[config.mk]
export PLATFORM = sky130hd
export DESIGN_NAME = fpu_issue_collect
export DESIGN_NICKNAME = d
export VERILOG_FILES = /design/src/rtl/fpu_issue_collect.sv
export SDC_FILE = /design/constraint.sdc
export NUM_CORES = 1
export LEC_CHECK = 0
export ABC_CLOCK_PERIOD_IN_PS = 6000
export CAP_MARGIN = 10
export CORE_MARGIN = 2
export CORE_UTILIZATION = 30
export CTS_BUF_LIST = sky130_fd_sc_hd__clkbuf_4 sky130_fd_sc_hd__clkbuf_8
export DETAILED_ROUTE_END_ITERATION = 7
export PLACE_DENSITY = 0.63
export SYNTH_ARGS = -nofsm -noshare
export SYNTH_HDL_FRONTEND = slang
export SYNTH_SLANG_ARGS = --single-unit
[constraint.sdc]
create_clock -name clk -period 6 [get_ports clk]
set_input_delay 1.5 -clock clk [delete_from_list [all_inputs] [get_ports clk]]
set_output_delay 1.5 -clock clk [all_outputs]
set_load 0.01 [all_outputs]
[src/rtl/fpu_issue_collect.sv]
// Issue/collect shell for a fixed-latency pipelined FPU unit.
// Requests are registered onto the unit's operand inputs, a valid/tag shadow
// pipeline tracks them to the unit's output, and results are queued in a
// show-ahead FIFO. Credit (in-flight + queued < DEPTH) guarantees that every
// result has a FIFO slot waiting for it.
module fpu_issue_collect #(
  parameter int NSTAGE = 2,
  parameter int DEPTH  = 4,
  parameter int TAGW   = 4
) (
  input  logic            clk,
  input  logic            rst,
  input  logic            req_valid,
  output logic            req_ready,
  input  logic [31:0]     req_x1,
  input  logic [31:0]     req_x2,
  input  logic [TAGW-1:0] req_tag,
  output logic [31:0]     fpu_x1,
  output logic [31:0]     fpu_x2,
  input  logic [31:0]     fpu_y,
  input  logic            fpu_ovf,
  output logic            res_valid,
  input  logic            res_ready,
  output logic [31:0]     res_y,
  output logic            res_ovf,
  output logic [TAGW-1:0] res_tag,
  output logic            busy
);

  localparam int CW = $clog2(DEPTH + 1);
  localparam int SW = $clog2(NSTAGE + DEPTH + 1);
  localparam int PW = (DEPTH > 1) ? $clog2(DEPTH) : 1;

  logic [31:0]     r_x1_p0;
  logic [31:0]     r_x2_p0;
  logic [NSTAGE-1:0] r_vld;
  logic [TAGW-1:0] r_tag [NSTAGE];

  logic [31:0]     r_mem_y   [DEPTH];
  logic            r_mem_ovf [DEPTH];
  logic [TAGW-1:0] r_mem_tag [DEPTH];
  logic [PW-1:0]   r_wr;
  logic [PW-1:0]   r_rd;
  logic [CW-1:0]   r_count;

  logic            w_accept;
  logic            w_push;
  logic            w_pop;
  logic            w_empty;
  logic [SW-1:0]   w_inflight;

  assign w_empty   = (r_count == '0);
  assign res_valid = ~w_empty;
  assign w_accept  = req_valid & req_ready;
  assign w_push    = r_vld[NSTAGE-1];
  assign w_pop     = res_valid & res_ready;

  // Count ops still travelling through the unit (popcount of shadow valids).
  always_comb begin
    w_inflight = '0;
    for (int k = 0; k < NSTAGE; k++) begin
      w_inflight = w_inflight + SW'(r_vld[k]);
    end
  end

  assign req_ready = (w_inflight + SW'(r_count)) < SW'(DEPTH);
  assign busy      = (w_inflight != '0) | (r_count != '0);

  // Head of queue; reads zero while the FIFO is empty.
  assign res_y   = w_empty ? '0 : r_mem_y[r_rd];
  assign res_ovf = w_empty ? 1'b0 : r_mem_ovf[r_rd];
  assign res_tag = w_empty ? '0 : r_mem_tag[r_rd];

  assign fpu_x1 = r_x1_p0;
  assign fpu_x2 = r_x2_p0;

  // Operand register feeding the unit; holds its value when nothing is accepted.
  always_ff @(posedge clk or posedge rst) begin
    if (rst) begin
      r_x1_p0 <= '0;
      r_x2_p0 <= '0;
    end else if (w_accept) begin
      r_x1_p0 <= req_x1;
      r_x2_p0 <= req_x2;
    end
  end

  // Shadow pipeline: valid and tag advance one stage per edge alongside the unit.
  always_ff @(posedge clk or posedge rst) begin
    if (rst) begin
      r_vld <= '0;
      for (int k = 0; k < NSTAGE; k++) begin
        r_tag[k] <= '0;
      end
    end else begin
      r_vld[0] <= w_accept;
      r_tag[0] <= req_tag;
      for (int k = 1; k < NSTAGE; k++) begin
        r_vld[k] <= r_vld[k-1];
        r_tag[k] <= r_tag[k-1];
      end
    end
  end

  // Result storage written when the last shadow stage is valid.
  always_ff @(posedge clk) begin
    if (w_push) begin
      r_mem_y[r_wr]   <= fpu_y;
      r_mem_ovf[r_wr] <= fpu_ovf;
      r_mem_tag[r_wr] <= r_tag[NSTAGE-1];
    end
  end

  // FIFO pointers and occupancy; pointers wrap by compare-and-reset.
  always_ff @(posedge clk or posedge rst) begin
    if (rst) begin
      r_wr    <= '0;
      r_rd    <= '0;
      r_count <= '0;
    end else begin
      if (w_push) begin
        r_wr <= (r_wr == PW'(DEPTH - 1)) ? '0 : r_wr + 1'b1;
      end
      if (w_pop) begin
        r_rd <= (r_rd == PW'(DEPTH - 1)) ? '0 : r_rd + 1'b1;
      end
      case ({w_push, w_pop})
        2'b10:   r_count <= r_count + 1'b1;
        2'b01:   r_count <= r_count - 1'b1;
        default: r_count <= r_count;
      endcase
    end
  end

endmodule

==> run summary <==
For the worst setup path, the data arrival time is 2.84 ns. Global routing used 12.5% of the available tracks. The first global-routing pass estimated 29.6 mm of wire. The via count of the first global-routing pass was 5561. The cell count after synthesis came out at 431. The floorplan step defined a die boundary enclosing 30500 sq um. The post-layout worst setup margin was 1.66 ns. Measured along the y axis, the die boundary spans 175 um. The Yosys step of the flow raised 0 warnings.

Count of flip-flops with a built-in enable after synthesis: 148. The terminus of the critical flop-to-flop path was fpu_x1[24]. The async set or reset register ratio after synthesis came out at 35.4%. After floorplanning, the core was divided into 62 placement rows. For the final-report hold violation count, the log shows 0. In the finished design, the share of the clock period the worst path needs comes to 72.3%.

For the placeable core region, the log shows 28700 sq um. The post-CTS resize count came out at 0. The largest total area in the synthesized netlist belongs to edfxtp_1.

Entering global routing, the biggest net connects 49 pins. STA classifies the critical path startpoint as a flip-flop. The run finished with clean final reports.

In this run the number of H-tree levels came out at 2. Using the TritonRoute via totals, the vias-per-cell ratio works out to 4.44. The tools report the startpoint of the lowest-slack register-to-register path as r_vld[1]. In the final layout, the share of cells above drive strength 1 is 18.9%. The pre-antenna-repair detailed-routing pass consisted of 4 iterations. The critical path starts at r_rd[0]. By area the synthesized netlist is led by edfxtp_1 (51%), dfrtp_1 (23%), mux4_2 (9.5%). TritonCTS built the clock tree. The worst min-delay path startpoint was r_tag[7].

The met1 capacity usage during global routing is 14.3%, and the depth of the worst register-to-register path is 6. For this design the static power due to leakage is 4.29 nW. Routing usage on met2: 21.1%. The run gives 0.53 ns as the clock latency reported for the late side of the worst-skew pair. In this run, CTS created clock tree buffers numbering 41. Most used flip-flop cell after synthesis: edfxtp_1. The effective utilization at floorplan was 30.4%. Setup repair after global routing left no endpoint under its margin. Counting flops and latches in the post-synthesis netlist gives 229. The tools report the number of nets still failing antenna checks after routing as 0. Global routing used 5.57% of the available met3 tracks.

After detailed routing, the average wire length per cell comes to 17.6 um. The HPWL after detailed placement is 11.8 mm. The run gives 0 ns as the sum of negative setup slack. The critical path is of the flip-flop to primary output type. The final layout contains routed wiring with a total length of 18.9 mm.

During I/O placement, the number of pins put on the boundary was 209. The achievable clock frequency is 0.231 GHz, and the relative area change from synthesis to final layout is 37.2%. The worst hold path class is flip-flop to flip-flop.

The smallest clock period supported by the final layout is computed as 4.34 ns. Max-cap violations in this run came to 0. For this run, design rule violations remaining after detail routing come to 0. Once the clock tree was built, the setup fixing pass inserted 0 buffers.

After filler insertion, the fill cell instance count of the layout stands at 2566. The tools report the largest clock skew in the final design as 0.0180 ns. Across all register-to-register paths, the minimum setup slack is 2.66 ns. After clock tree synthesis, the clock-pin slew on the worst setup and hold paths is 0.06 ns. Measured along the x axis, the die boundary spans 175 um.

Buffers placed on the I/O ports in this run total 208. The worst setup path is captured at a primary output. CTS placed an instance of clkbuf_8 at the clock tree root. After synthesis, the largest area contributor takes up 50.9% of total cell area. The tools report the initial antenna violation count as 0.

The logs give 25.3% for the relative max-transition margin and 74.1% for the fraction of the yosys area taken by sequential cells. The tools report the post-synthesis instance area as 8740 sq um. Routability-driven placement finished with a final weighted congestion of 0.752. The post-synthesis net count was 546; the number of slew-limit violations in the final report was 0. For this run, the post-layout net count is 782.

The netlist uses 26 different library cells. The largest voltage drop on the vdd net is 0.000276 V, and the total inserted antenna cells is 0. The tools report the final number of setup-violating endpoints as 0. For this design the ratio of total power to cell area is 503 nW/um^2. The slew at the pin closest to its max-slew limit is 1.12 ns, and the number of buffers on the longest clock path is 3.

Before CTS, the worst setup slack after placement is 1.75 ns. The tree built by TritonCTS fans out to 229 sinks. Hold-critical path endpoint: r_tag[3]. For the worst setup path, the data required time is 4.50 ns. The total overflow left after global routing is 0. For this block, the via count after detailed routing is 4773.

After global routing, the most crowded layer is met2. In this run the mean area of a mapped cell was 20.3 sq um. The post-route core utilization came out at 41.8%. For this block, the initial DRC count from the detailed router was 197. In this run the worst path has a maximum fanout of 22. The worst hold path was traced through 0 stages. Hold repair after CTS inserted 0 buffers.
==> power breakdown <==
group          internal [W]  switching (W)
Combinational       0.00136       0.000920
Sequential          0.00212       0.000258
Clock              0.000772       0.000601
Total               0.00425        0.00178
==> through the flow <==
step	cells	total power (W)	area, sq um	hold WS [ns]
final	1076	0.00603	12000	0.349
after global routing	1076	0.00641	12000	0.360
after CTS	1075	0.00615	12000	0.354
after detailed placement	1007	0.00472	11200	0.339
after global placement	1007	0.00466	11200	0.341
after floorplan	431	0.00354	8740	0.331
==> layer usage <==
metal	vias up	part of all wire, %
met5	-	0
met4	0	1.8
li1	2119	-
met1	2404	39
met3	33	10
met2	217	48
==> cell usage in the layout (no fill, tap or decap), drive strengths merged <==
cell / instances
o21ai: 3
nand4: 1
edfxtp: 148
clkbuf: 60
fa: 1
nor2: 2
inv: 11
xor2: 2
clkinv: 5
a311o: 1
nand2: 4
dfrtp: 81
nand3: 1
nor3: 1
and2: 42
a31oi: 1
mux2: 66
xnor2: 1
or3: 1
mux4: 37
ha: 9
clkdlybuf4s50: 208
clkinvlp: 2
buf: 4
==> synthesized netlist by cell type, types with 2 or more instances <==
cell	instances
o21ai_0	3
dfrtp_1	81
buf_8	5
edfxtp_1	148
clkbuf_1	6
mux4_2	37
buf_4	2
mux2_1	49
and2_1	42
nor2_1	2
xor2_1	2
inv_1	10
buf_2	4
nand2_1	4
mux2_2	17
ha_1	9
==> cell families (layout without fill, tap and decap cells) <==
kind of cell	Yosys count	in the layout	synth area share, %
flops	229	229	74.1
mux	103	103	18.0
simple gates	52	52	3.52
buf+inv	29	290	2.12
xor+xnor	3	3	0.301
fa+ha+maj	10	10	1.52
compound gates	5	5	0.430
==> layout make-up <==
class | count | area (sq um) | area share (%)
Clock buffer | 60 | 726 | 6.05
Clock inverter | 8 | 48.8 | 0.407
Inverter | 10 | 38.8 | 0.324
Multi-Input combinational cell | 173 | 2090 | 17.5
Sequential cell | 229 | 6470 | 54.0
Tap cell | 384 | 480 | 4.01
Timing Repair Buffer | 212 | 2120 | 17.7
==> worst max-delay path, stage by stage, from the launching register on <==
cell and delay [ns]:
dfrtp_2 0.61, buf_12 0.27, buf_4 0.25, mux4_2 0.52, and2_1 0.17, clkdlybuf4s50_1 0.47
==> sequential cells by signal (all words and copies together), names as in the netlist, 3 cells and up <==
name and cells:
r_mem_ovf 4, r_mem_tag 16, fpu_x2 32, r_tag 8
fpu_x1 32, r_count 3, r_mem_y 128
==> worst max path at each step <==
stage | end | slack (ns) | cells after the start
after floorplan | fpu_x1[0] | 2.42 | 1
after global placement | res_y[7] | 1.78 | 4
after detailed placement | res_y[14] | 1.75 | 4
after CTS | res_y[14] | 1.16 | 4
after global routing | res_y[12] | 1.44 | 5
final | res_y[12] | 1.66 | 5
No activity file was read; power rests on OpenSTA's default activity.
